File: config.mk
export PLATFORM = sky130hd
export DESIGN_NAME = led_matrix_scan
export DESIGN_NICKNAME = d
export VERILOG_FILES = /design/src/rtl/led_matrix_pkg.sv /design/src/rtl/led_frame_buffer.sv /design/src/rtl/led_matrix_scan.sv
export SDC_FILE = /design/constraint.sdc
export NUM_CORES = 1
export LEC_CHECK = 0
export ABC_CLOCK_PERIOD_IN_PS = 6350
export BUFFER_PORTS_ARGS = -buffer_cell sky130_fd_sc_hd__buf_4
export CORE_UTILIZATION = 55
export DETAILED_ROUTE_END_ITERATION = 16
export PLACE_DENSITY = 0.72
export SKIP_CTS_REPAIR_TIMING = 1
export SYNTH_ARGS = -nofsm -noshare
export SYNTH_HDL_FRONTEND = slang
export SYNTH_HIERARCHICAL = 1
export SYNTH_SLANG_ARGS = --single-unit
File: constraint.sdc
create_clock -name clock -period 6.35 [get_ports clock]
set_input_delay 0.3175 -clock clock [delete_from_list [all_inputs] [get_ports clock]]
set_output_delay 0.3175 -clock clock [all_outputs]
set_load 0.1 [all_outputs]
File: src/rtl/led_matrix_pkg.sv
// led_matrix_pkg: shared geometry and row types for the 8x8 LED matrix datapath
package led_matrix_pkg;
  localparam int LED_ROWS = 8;
  localparam int LED_COLS = 8;
  typedef logic [2:0] row_idx_t;
  typedef logic [LED_COLS-1:0] row_data_t;
endpackage

File: src/rtl/led_frame_buffer.sv
// led_frame_buffer: two 8x8 frames; writes land in the back frame, reads come from the front
module led_frame_buffer
  import led_matrix_pkg::*;
(
  input  logic      clock,
  input  logic      reset,
  input  logic      wr_en,
  input  row_idx_t  wr_row,
  input  row_data_t wr_data,
  input  logic      swap,
  input  row_idx_t  rd_row,
  output row_data_t rd_data
);
  row_data_t mem [2][LED_ROWS];
  logic front;
  // a write on the swap edge still targets the pre-swap back frame
  always_ff @(posedge clock or posedge reset)
    if (reset) begin
      front <= 1'b0;
      for (int r = 0; r < LED_ROWS; r++) begin
        mem[0][r] <= '0;
        mem[1][r] <= '0;
      end
    end else begin
      if (wr_en) mem[~front][wr_row] <= wr_data;
      if (swap) front <= ~front;
    end
  assign rd_data = mem[front][rd_row];
endmodule

File: src/rtl/led_matrix_scan.sv
// led_matrix_scan: row-multiplexed refresh of a double-buffered 8x8 frame with anti-ghost blanking
// LED_MATRIX_SCAN_DIM_EN adds a brightness input that gates cols to a 1/16-step duty per dwell.
module led_matrix_scan
  import led_matrix_pkg::*;
#(
  parameter int clk_div_width = 16,
  parameter int blank_cycles  = 4
) (
  input  logic      clock,
  input  logic      reset,
  input  logic      wr_en,
  input  row_idx_t  wr_row,
  input  row_data_t wr_data,
  input  logic      swap_req,
`ifdef LED_MATRIX_SCAN_DIM_EN
  input  logic [3:0] brightness,
`endif
  output logic      swap_ack,
  output logic      frame_start,
  output row_data_t rows,
  output row_data_t cols
);
  localparam logic [clk_div_width-1:0] blank_lim = clk_div_width'(blank_cycles);
  logic [clk_div_width-1:0] cnt;
  row_idx_t  row_idx;
  row_data_t front_row;
  logic tc, boundary, swap, blank, dark;
  assign tc       = &cnt;
  assign boundary = tc && row_idx == 3'd7;
  assign swap     = boundary && swap_req;
  assign blank    = cnt < blank_lim;
`ifdef LED_MATRIX_SCAN_DIM_EN
  logic [3:0] bright_q;
  // latched on the edge that starts each dwell so the duty is stable within a row
  always_ff @(posedge clock or posedge reset)
    if (reset) bright_q <= '0;
    else if (tc) bright_q <= brightness;
  assign dark = cnt[clk_div_width-1 -: 4] >= bright_q;
`else
  assign dark = 1'b0;
`endif
  led_frame_buffer u_frame (
    .clock   (clock),
    .reset   (reset),
    .wr_en   (wr_en),
    .wr_row  (wr_row),
    .wr_data (wr_data),
    .swap    (swap),
    .rd_row  (row_idx),
    .rd_data (front_row)
  );
  always_ff @(posedge clock or posedge reset)
    if (reset) begin
      cnt         <= '0;
      row_idx     <= '0;
      rows        <= '0;
      cols        <= '0;
      swap_ack    <= 1'b0;
      frame_start <= 1'b0;
    end else begin
      cnt         <= cnt + clk_div_width'(1);
      row_idx     <= tc ? row_idx + 3'd1 : row_idx;
      rows        <= blank ? '0 : row_data_t'(1) << row_idx;
      cols        <= (blank || dark) ? '0 : front_row;
      swap_ack    <= swap;
      frame_start <= boundary;
    end
endmodule

# --- Yosys cells after proc, flatten, opt, wreduce, memory -nomap -nowiden ---
# Cells that the tools add are included.
classes:
  addsub: 2
  n_mul: 0
  div_mod_pow: 0
  magnitude_cmp: 7
  n_eq_ne: 1
  shift: 1
  mux: 13
  n_bitwise: 5
  reduce_logical: 5
op_table:
  columns: ["op", "n"]
  rows:
  - ["two-way mux 64 bit", 4]
  - ["bitwise mux 128 bit", 1]
  - ["demux 64 bit (select 1 bit)", 1]
  - ["two-way mux 8 bit", 5]
  - ["binary-select mux 8 bit (select 3 bit)", 1]
  - ["demux 8 bit (select 3 bit)", 1]
  - ["adder 16 x 1 -> 16 bit (second input constant)", 1]
  - ["< comparator 16 x 3 -> 1 bit (second input constant)", 1]
  - ["AND reduction 16 bit", 1]
  - [">= comparator 4 bit (second input constant)", 2]
  - ["NOT 3 -> 4 bit", 2]
  - ["left shift 1 x 3 -> 8 bit (first input constant)", 1]
  - [">= comparator 2 bit (second input constant)", 2]
  - ["logical AND 1 bit", 4]
  - ["< comparator 4 x 1 -> 1 bit (second input constant)", 1]
  - ["NOT 1 -> 2 bit", 2]
  - ["adder 3 x 1 -> 3 bit (second input constant)", 1]
  - ["equality test 3 bit (second input constant)", 1]
  - ["< comparator 2 x 1 -> 1 bit (second input constant)", 1]
  - ["NOT 1 bit", 1]
totals:
  register_bits: 166
  latch_bits: 0
  mem_bits_rw: 0
  mem_bits_ro: 0
  in_bits: 15
  output_inout_bits: 18
  wordCells: 57
  n_memories: 0

# --- Longest topological paths before layout ---
# Gate-level depths: netlist of the first run.
depth:
  ltp_word: 8
  depth_mapped: 7
  mapped_depth_nobuf: 5

# --- Cells and area by module ---
# The synthesis of the first run kept the hierarchy.
modules_own_cells:
  columns: ["module", "n_inst", "cells_each", "area_per_inst_um2", "seq_area_each_um2"]
  rows:
  - ["led_frame_buffer", 1, 367, 5844.4, 3228.1]
  - ["led_matrix_scan", 1, 118, 1524.0, 925.9]

# --- Worst setup path after synthesis of the first run ---
# No wires, ideal clock.
synth_timing:
  path_kind: "register to register"
  startpoint: "register row_idx[0]"
  endpoint: "register cols[1]"
  setup_ns: 0.119
  t_arrival_ns: 1.637
  required_ns: 6.231
  path_slack_ns: 4.594
  stages_incl_launch_ff: 8
  n_path_buf: 3
  period_less_slack_ns: 1.756
  path_cell_list: "dfrtp_1 -> buf_2 -> buf_2 -> buf_2 -> mux4_2 -> a22oi_1 -> nand2_1 -> and2_1"
synth_between:
  elab_chain_cells: 5
synth_lines:
  columns: ["element", "line", "source"]
  rows:
  - ["from (decl)", "led_matrix_scan.sv:25", "row_idx_t row_idx;"]
  - ["from (signal assigned)", "led_matrix_scan.sv:62", "row_idx <= tc ? row_idx + 3'd1 : row_idx;"]
  - ["NOT 3 -> 4 bit (implied by the code)", "led_frame_buffer.sv:28", "assign rd_data = mem[front][rd_row];"]
  - ["binary-select mux 8 bit (select 3 bit)", "led_frame_buffer.sv:28", null]
  - ["two-way mux 8 bit (implied by the code) (2 in series)", "led_frame_buffer.sv:28", null]
  - ["named net front_row[1]", "led_matrix_scan.sv:26", "row_data_t front_row;"]
  - ["two-way mux 8 bit", "led_matrix_scan.sv:64", "cols <= (blank || dark) ? '0 : front_row;"]
  - ["to (signal assigned)", "led_matrix_scan.sv:64", null]
  - ["to (decl)", "led_matrix_scan.sv:21", "output row_data_t cols"]
# The timed path passes the listed nets, and every way through them passes these cells. The select of a mux whose other input is x is not followed.
# A chain may end at the register's enable or synchronous reset.

# --- Final worst setup path of the first run ---
layout_timing:
  startpoint: "register row_idx[0]"
  endpoint: "register cols[2]"
# The elaborated chain is that of the path after synthesis.

==> flow_metrics.env, run 1 <==
export IMPL_io_buffers=32
export IMPL_ir_drop_uv=343
export IMPL_critical_path_class="register to register"
export IMPL_critPathMaxStageDelay_ns=1.05
export IMPL_path_clk_slew_ns=0.07
export IMPL_dp_final_hpwl_um=9890
export IMPL_cts_buffer_depth=2
export IMPL_path_max_fanout=35
export IMPL_placementRows=41
export IMPL_critPathRequiredTime_ns=6.66
export IMPL_fin_area_mm2=0.00843
export IMPL_arrival_ns=2.52
export IMPL_grt_pass1_vias=4373
export IMPL_yosysUniqueCellTypes=36
export IMPL_critPathBufInv=0
export IMPL_hold_path_class="primary input to async pin"
export IMPL_cap_violations=0
export IMPL_finClkSkew_ns=0.00831
export IMPL_final_max_slew_viol_count=0
export IMPL_final_hold_violation_count=9
export IMPL_synth_seq_cells=166
export IMPL_drcViolationCount=0
export IMPL_ys_seq_area_share_pct=56.4
export IMPL_cts_sink_count=166
export IMPL_setup_violations=0
export IMPL_netlist_area_mm2=0.00737
export IMPL_synth_edf_count=0
export IMPL_finalCritPeriodShare_pct=34.8
export IMPL_status="finished, violations left"
export IMPL_synth_ff_type="dfrtp_1"
export IMPL_worstSkewPairLatency_ns=0.43
export IMPL_post_route_min_period_ns=2.21
export IMPL_critPathTopFamily="flip-flops"
export IMPL_grt_util_all_layers_pct=24.5
export IMPL_nNetsFinal=535
export IMPL_grt_pass1_wl_um=25100
export IMPL_overflow=0
export IMPL_drtPass1Iterations=4
export IMPL_ff_latch_area_mm2=0.00416
export IMPL_worst_slew_pin_slew_ns=1.05
export IMPL_violations="negative hold slack"
export IMPL_antenna_found_initial=0
export IMPL_root_buffer="clkbuf_16"
export IMPL_gp_congestion=0.788
export IMPL_ant_nets=0
export IMPL_num_vias=4212
export IMPL_antenna_cells=0
export IMPL_slew_headroom_pct=29.7
export IMPL_cpMaxStageDelayCell="dfrtp_2"
export IMPL_viasPerCell=6.03
export IMPL_p_total_w=0.00255
export IMPL_path_cells="mux4_2 -> a22oi_1 -> nand2_1 -> and2_1"
export IMPL_syn_inst=485
export IMPL_place_area_mm2=0.00773
export IMPL_start_kind="register"
export IMPL_start_util_pct=57.5
export IMPL_rsz0062_at_grt="false"
export IMPL_area_growth_pct=14.4
export IMPL_first_iter_violations=293
export IMPL_die_h_um=118
export IMPL_filler_cell_count=930
export IMPL_synthArstFlopShare_pct=100
export IMPL_num_io_pins=33
export IMPL_crit_path_end_kind="register"
export IMPL_fmax_mhz=452
export IMPL_cts_tree="done"
export IMPL_drive_gt1_share_pct=47.0
export IMPL_die_x_um=118
export IMPL_cts_buffers=17
export IMPL_coreArea_mm2=0.0128
export IMPL_htreeDepth=4
export IMPL_dieArea_mm2=0.0139
export IMPL_yosys_warnings=6
export IMPL_synth_nets=507
export IMPL_fin_ws_ns=4.14
export IMPL_multi_input_area_mm2=0.00306
export IMPL_wl_per_cell_um=22.2
export IMPL_p_leak_nw=3.95
export IMPL_avgSynthCellArea_um2=15.2
export IMPL_power_density_mw_per_mm2=303
export IMPL_drt_wl_total_um=15500
export IMPL_pre_cts_ws_ns=4.11
export IMPL_whs_ns=-0.0116
export IMPL_setup_tns_ns=0
export IMPL_grt_max_degree=77
==> where the power goes <==
part	total [W]	internal (W)	leakage (nW)	switching (W)
registers	0.00120	0.00115	2.17	0.0000473
logic	0.000147	0.0000814	1.44	0.0000653
clock network	0.00121	0.000796	0.331	0.000412
==> metrics by stage <==
stage	utilization, %	instances
final	65.7	698
after global routing	65.7	698
after CTS	65.7	698
after detailed placement	60.2	666
after global placement	60.2	666
after floorplan	-	485
==> cell families (layout without fill, tap and decap cells) <==
logic type	after synthesis	after routing	share of synthesized area [%]
xor+xnor	16	16	1.90
compound gates	16	16	1.63
flops	166	166	56.4
fa+ha+maj	7	7	1.19
simple gates	83	83	7.06
mux	162	162	29.7
buf+inv	35	76	2.16
==> flip-flops by register name, summed over array words and instances (netlist names) <==
| register | cells |
|---|---|
| u_frame/mem | 128 |
| cnt | 16 |
| cols | 8 |
| rows | 8 |
| row_idx | 3 |
| frame_start | 1 |
| swap_ack | 1 |
| u_frame/front | 1 |
==> worst reg2reg max path, cell delays in order (launching register included) <==
cell and delay (ns):
dfrtp_2 1.05, mux4_2 0.64, a22oi_1 0.20, nand2_1 0.07
and2_1 0.14
==> final timing paths <==
check	slack, ns	endpoint	start	cells after the start
max in group asynchronous	4.88	u_frame/front	reset	3
hold reg to reg	0.48	cnt[0]	cnt[0]	1
setup / recovery	4.14	cols[2]	row_idx[0]	4
min in group clock	0.19	swap_ack	swap_req	2
hold / removal	-0.01	u_frame/mem[60]	reset	2
setup reg to reg	4.14	cols[2]	row_idx[0]	4
==> synthesized netlist by cell type, drive strengths merged (3+ instances only) <==
library cell,instances,area share [%]
clkbuf,11,0.56
mux2,129,20
xnor2,5,0.59
mux4,32,9.8
and3,8,0.70
nand3b,3,0.36
nand2b,3,0.25
nand2,13,0.70
nor2,16,1.1
xor2,11,1.3
ha,7,1.2
nor3,4,0.27
a22oi,16,1.6
nor4,7,0.80
dfrtp,166,56
buf,15,1.1
nand4,5,0.83
inv,9,0.46
and2,12,1.0
or3,3,0.25
nand3,6,0.48
==> layout by cell type (no fill, tap or decap), types with 3 or more instances in the layout <==
| cell | count |
|---|---|
| a22oi_1 | 16 |
| and2_1 | 11 |
| and3_1 | 7 |
| buf_4 | 35 |
| bufinv_16 | 7 |
| clkbuf_16 | 17 |
| clkinvlp_4 | 4 |
| dfrtp_1 | 164 |
| ha_1 | 7 |
| inv_1 | 8 |
| mux2_2 | 127 |
| mux4_2 | 32 |
| nand2_1 | 12 |
| nand2b_1 | 3 |
| nand3_1 | 5 |
| nand4_1 | 3 |
| nor2_1 | 7 |
| nor2_2 | 9 |
| nor3_1 | 4 |
| nor4_1 | 6 |
| or3_1 | 3 |
| xnor2_1 | 5 |
| xor2_1 | 11 |
==> layout make-up <==
type	instances	share of cell area [%]
clock buffer	19	5.37
clock inverter	13	2.97
inverter	9	0.430
multi-input combinational	284	36.2
sequential	166	49.3
tap	172	2.55
timing repair buffer	35	3.12
==> layer usage <==
metal | GRT usage (%) | vias to the layer above | routed length, µm
met5 | 0 | - | 0
met4 | 6.97 | 0 | 162
met3 | 7.61 | 11 | 903
met2 | 37.7 | 101 | 7580
met1 | 33.6 | 2272 | 6850
li1 | - | 1828 | -
(Power assumes the default switching activity.)
==> run 2: changes to the inputs <==
Settings changed: ABC_CLOCK_PERIOD_IN_PS 6350 to 1800, PLACE_DENSITY 0.72 to 0.75.
Clock period 6.35 ns to 1.8 ns, I/O delays scaled along.
==> flow_metrics.env, run 2 (synthesis results as in run 1) <==
export IMPL_fin_ws_ns=0.0450
export IMPL_dp_final_hpwl_um=9640
export IMPL_cts_buffers=17
export IMPL_drive_gt1_share_pct=49.2
export IMPL_fmax_mhz=570
export IMPL_clkPwrFrac_pct=41.1
export IMPL_num_vias=4176
export IMPL_critPathRequiredTime_ns=2.16
export IMPL_antenna_found_initial=0
export IMPL_cts_buffer_depth=2
export IMPL_path_clk_slew_ns=0.06
export IMPL_first_iter_violations=241
export IMPL_p_int_w=0.00632
export IMPL_placementRows=41
export IMPL_p_sw_w=0.00172
export IMPL_slew_headroom_pct=41.3
export IMPL_cap_violations=0
export IMPL_p_comb_share_pct=6.6
export IMPL_rsz0062_at_grt="true"
export IMPL_root_buffer="clkbuf_16"
export IMPL_cts_tree="done"
export IMPL_nNetsFinal=561
export IMPL_post_route_min_period_ns=1.76
export IMPL_critical_path_class="register to register"
export IMPL_hold_path_class="primary input to register"
export IMPL_start_util_pct=57.5
export IMPL_finalCritPeriodShare_pct=97.5
export IMPL_final_cell_mix="dfrtp_1 (164), mux2_2 (127), buf_4 (50), mux4_2 (32), clkbuf_16 (17)"
export IMPL_final_common_cell="dfrtp_1"
export IMPL_io_buffers=32
export IMPL_overflow=0
export IMPL_area_growth_pct=16.5
export IMPL_reg_top3="u_frame/mem (128), cnt (16)"
export IMPL_path_max_fanout=9
export IMPL_gp_congestion=0.748
export IMPL_final_max_slew_viol_count=0
export IMPL_drcViolationCount=0
export IMPL_setup_violations=0
export IMPL_final_hold_violation_count=0
export IMPL_ant_nets=0
export IMPL_fin_area_mm2=0.00858
export IMPL_status="completed"
export IMPL_filler_cell_count=927
export IMPL_num_io_pins=33
export IMPL_die_h_um=118
export IMPL_power_density_mw_per_mm2=937
export IMPL_drtPass1Iterations=4
export IMPL_coreArea_mm2=0.0128
export IMPL_htreeDepth=4
export IMPL_grt_max_degree=130
export IMPL_start_kind="register"
export IMPL_worst_slew_pin_slew_ns=0.879
export IMPL_ir_drop_uv=642
export IMPL_die_x_um=118
export IMPL_grt_util_all_layers_pct=24.0
export IMPL_ff2ff_setup_slack_ns=0.04
export IMPL_critPathMaxStageDelay_ns=0.73
export IMPL_pre_cts_ws_ns=-0.0928
export IMPL_cpMaxStageDelayCell="nor2b_1"
export IMPL_grt_pass1_vias=4503
export IMPL_p_leak_nw=4.03
export IMPL_wl_per_cell_um=20.8
export IMPL_place_area_mm2=0.00801
export IMPL_arrival_ns=2.11
export IMPL_path_cells="nor2b_1 -> a22oi_1 -> nand2_1 -> and2_1"
export IMPL_drt_wl_total_um=14900
export IMPL_viasPerCell=5.81
export IMPL_crit_path_end_kind="register"
export IMPL_whs_ns=0.0419
export IMPL_largest_reg_flops=128
export IMPL_regMostFlops="u_frame/mem"
export IMPL_antenna_cells=0
export IMPL_grt_pass1_wl_um=24800
export IMPL_finClkSkew_ns=0.00637
export IMPL_power_frac_seq_pct=52.3
export IMPL_cts_sink_count=166
export IMPL_swShare_pct=21.4
export IMPL_dieArea_mm2=0.0139
export IMPL_worstSkewPairLatency_ns=0.42
==> run 2: final timing paths <==
kind | start | end | cells past startpoint
worst max-delay path | row_idx[2] | cols[3] | 4
worst min-delay path | wr_data[3] | u_frame/mem[115] | 2
worst max register to register | row_idx[2] | cols[3] | 4
worst min register to register | cnt[0] | cnt[0] | 1
max in group asynchronous | reset | u_frame/mem[95] | 4
min in group asynchronous | reset | cols[3] | 4
==> run 2: critical path, delay by kind of cell (launching register included) <==
family | cells | cell delay, ns
AOI/OAI and AO/OA | 1 | 0.26
DFF | 1 | 0.48
and+or+nand+nor | 3 | 0.96
==> run 2: metrics by stage <==
| stage | cells | setup TNS, ns | utilization [%] | total power (W) |
|---|---|---|---|---|
| floorplan | 485 | 0 | - | 0.00461 |
| CTS | 717 | -0.112 | 66.5 | 0.00812 |
| global route | 719 | -0.0159 | 66.9 | 0.00836 |
| detailed placement | 690 | -0.0953 | 62.4 | 0.00481 |
| finish | 719 | 0 | 66.9 | 0.00804 |
| global placement | 690 | -0.0768 | 62.4 | 0.00476 |
==> run 2: power by group through the flow <==
stage / clock (W) / sequential (W) / combinational [W]
global route: 0.00353 / 0.00424 / 0.000590
floorplan: 0 / 0.00421 / 0.000402
finish: 0.00331 / 0.00420 / 0.000534
global placement: 0 / 0.00425 / 0.000511
detailed placement: 0 / 0.00427 / 0.000536
CTS: 0.00337 / 0.00420 / 0.000541
==> run 2: metal layers <==
layer | up-vias | share of wire (%) | GRT usage [%]
li1 | 1881 | - | -
met1 | 2218 | 44 | 31.8
met2 | 63 | 51 | 39.4
met3 | 14 | 4.1 | 5.52
met4 | 0 | 1.1 | 7.53
met5 | - | 0 | 0
==> run 2: layout make-up <==
class | count | area [µm²] | area share [%]
well taps | 172 | 215 | 2.51
flip-flops and latches | 166 | 4160 | 48.4
repair buffers | 61 | 571 | 6.65
multi-input cells | 284 | 3080 | 35.8
clock buffers | 22 | 474 | 5.52
inverters | 9 | 37.5 | 0.437
clock inverters | 5 | 52.6 | 0.612
==> run 3: changes to the inputs <==
==> constraint.sdc (replaced) <==
create_clock -name clock -period 1.8 [get_ports clock]
set_input_delay 0.18 -clock clock [delete_from_list [all_inputs] [get_ports clock]]
set_output_delay 0.18 -clock clock [all_outputs]
set_load 0.1 [all_outputs]
==> flow_metrics.env, run 3 (synthesis results as in run 1) <==
export IMPL_die_h_um=118
export IMPL_cts_tree="done"
export IMPL_finClkSkew_ns=0.00645
export IMPL_place_area_mm2=0.00807
export IMPL_nNetsFinal=566
export IMPL_largest_reg_flops=128
export IMPL_p_int_w=0.00641
export IMPL_final_max_slew_viol_count=0
export IMPL_rr_endpoint="cols[3]"
export IMPL_path_max_fanout=20
export IMPL_worstSkewPairLatency_ns=0.42
export IMPL_ff_latch_area_mm2=0.00416
export IMPL_swShare_pct=22.0
export IMPL_cp_endpoint="cols[3]"
export IMPL_multi_input_area_mm2=0.00308
export IMPL_hold_path_class="primary input to register"
export IMPL_power_density_mw_per_mm2=946
export IMPL_fmax_mhz=568
export IMPL_grt_pass1_wl_um=25300
export IMPL_path_clk_slew_ns=0.06
export IMPL_cts_buffer_depth=2
export IMPL_die_x_um=118
export IMPL_crit_path_end_kind="register"
export IMPL_wl_per_cell_um=20.5
export IMPL_ant_nets=0
export IMPL_ir_drop_uv=714
export IMPL_viasPerCell=5.78
export IMPL_critPathBufInv=1
export IMPL_post_route_min_period_ns=1.76
export IMPL_drcViolationCount=0
export IMPL_path_cells="buf_12 -> mux4_2 -> a22oi_1 -> nand2_1 -> and2_1"
export IMPL_htreeDepth=4
export IMPL_dieArea_mm2=0.0139
export IMPL_cts_buffers=17
export IMPL_critPathTopFamily="multiplexers"
export IMPL_dp_final_hpwl_um=9900
export IMPL_wl_met3_um=475
export IMPL_clkPwrFrac_pct=42.2
export IMPL_arrival_ns=2.08
export IMPL_reg_top3="u_frame/mem (128), cnt (16)"
export IMPL_power_frac_seq_pct=51.1
export IMPL_whs_ns=0.0682
export IMPL_p_sw_w=0.00181
export IMPL_io_buffers=32
export IMPL_antenna_found_initial=0
export IMPL_antenna_cells=0
export IMPL_slew_headroom_pct=64.2
export IMPL_cap_violations=0
export IMPL_start_kind="register"
export IMPL_p_comb_share_pct=6.7
export IMPL_num_vias=4214
export IMPL_fin_util_pct=67.7
export IMPL_overflow=0
export IMPL_final_cells=729
export IMPL_r2r_cells=5
export IMPL_drive_gt1_share_pct=50.3
export IMPL_gp_congestion=0.791
export IMPL_placementRows=41
export IMPL_ff2ff_setup_slack_ns=0.04
export IMPL_cp_startpoint="u_frame/front"
export IMPL_wl_met1_um=6700
export IMPL_critical_path_class="register to register"
export IMPL_final_hold_violation_count=0
export IMPL_p_leak_nw=4.08
export IMPL_final_cell_mix="dfrtp_1 (164), mux2_2 (127), buf_4 (53), mux4_2 (32), clkbuf_16 (17)"
export IMPL_p_total_w=0.00822
export IMPL_grt_util_all_layers_pct=24.2
export IMPL_fin_area_mm2=0.00868
export IMPL_cpMaxStageDelayCell="mux4_2"
export IMPL_first_iter_violations=292
export IMPL_regMostFlops="u_frame/mem"
export IMPL_num_io_pins=33
export IMPL_coreArea_mm2=0.0128
export IMPL_final_common_cell="dfrtp_1"
export IMPL_r2r_start="u_frame/front"
export IMPL_status="completed"
export IMPL_worst_slew_pin_slew_ns=0.535
export IMPL_grt_max_degree=39
export IMPL_finalCritPeriodShare_pct=97.8
export IMPL_start_util_pct=57.5
export IMPL_filler_cell_count=905
export IMPL_path_depth=5
export IMPL_grt_pass1_vias=4697
export IMPL_drtPass1Iterations=4
export IMPL_top_layer="met4"
export IMPL_critPathMaxStageDelay_ns=0.52
export IMPL_root_buffer="clkbuf_16"
export IMPL_dp_cells=695
export IMPL_wl_met2_um=7550
export IMPL_drt_wl_total_um=14900
export IMPL_critPathRequiredTime_ns=2.12
export IMPL_area_growth_pct=17.9
export IMPL_cts_sink_count=166
export IMPL_setup_violations=0
==> run 3: routing by layer <==
layer | global-route usage [%] | vias up
li1 | - | 1888
met1 | 31.5 | 2226
met2 | 39.9 | 80
met3 | 5.62 | 20
met4 | 8.33 | 0
met5 | 0 | -
==> run 3: final cells by class <==
| type | count | share of cell area, % |
|---|---|---|
| flip-flops and latches | 166 | 47.9 |
| multi-input cells | 284 | 35.5 |
| repair buffers | 66 | 7.26 |
| clock buffers | 24 | 5.66 |
| well taps | 172 | 2.48 |
| clock inverters | 8 | 0.836 |
| inverters | 9 | 0.432 |
==> run 3: power groups by stage <==
stage	Sequential, W	Combinational (W)	Clock [W]
global route	0.00424	0.000598	0.00368
floorplan	0.00421	0.000402	0
detailed placement	0.00427	0.000553	0
global placement	0.00424	0.000520	0
finish	0.00420	0.000546	0.00347
CTS	0.00420	0.000556	0.00350
==> run 3: worst reg2reg max path, delay by kind of cell, from the launching register on <==
| kind | cells | cell delay, ns |
|---|---|---|
| compound gates | 1 | 0.26 |
| buf+inv | 1 | 0.20 |
| flops | 1 | 0.46 |
| mux | 1 | 0.53 |
| simple gates | 2 | 0.21 |
==> run 3: through the flow <==
step	setup WS, ns	TNS, ns
floorplan	0.0248	0
global placement	-0.0407	-0.0407
detailed placement	-0.0497	-0.0571
CTS	-0.0598	-0.0746
global route	-0.000379	-0.000379
finish	0.0399	0
==> run 3: worst min-delay path by stage <==
stage / startpoint / endpoint / slack (ns) / cells after the start
4_1_cts: reset / u_frame/mem[113] / -0.19 / 2
6_report: swap_req / swap_ack / 0.07 / 2
3_3_place_gp: reset / u_frame/mem[42] / 0.26 / 2
5_1_grt: swap_req / swap_ack / 0.06 / 2
2_1_floorplan: wr_data[3] / u_frame/mem[115] / 0.31 / 1
3_5_place_dp: reset / u_frame/mem[53] / 0.26 / 2
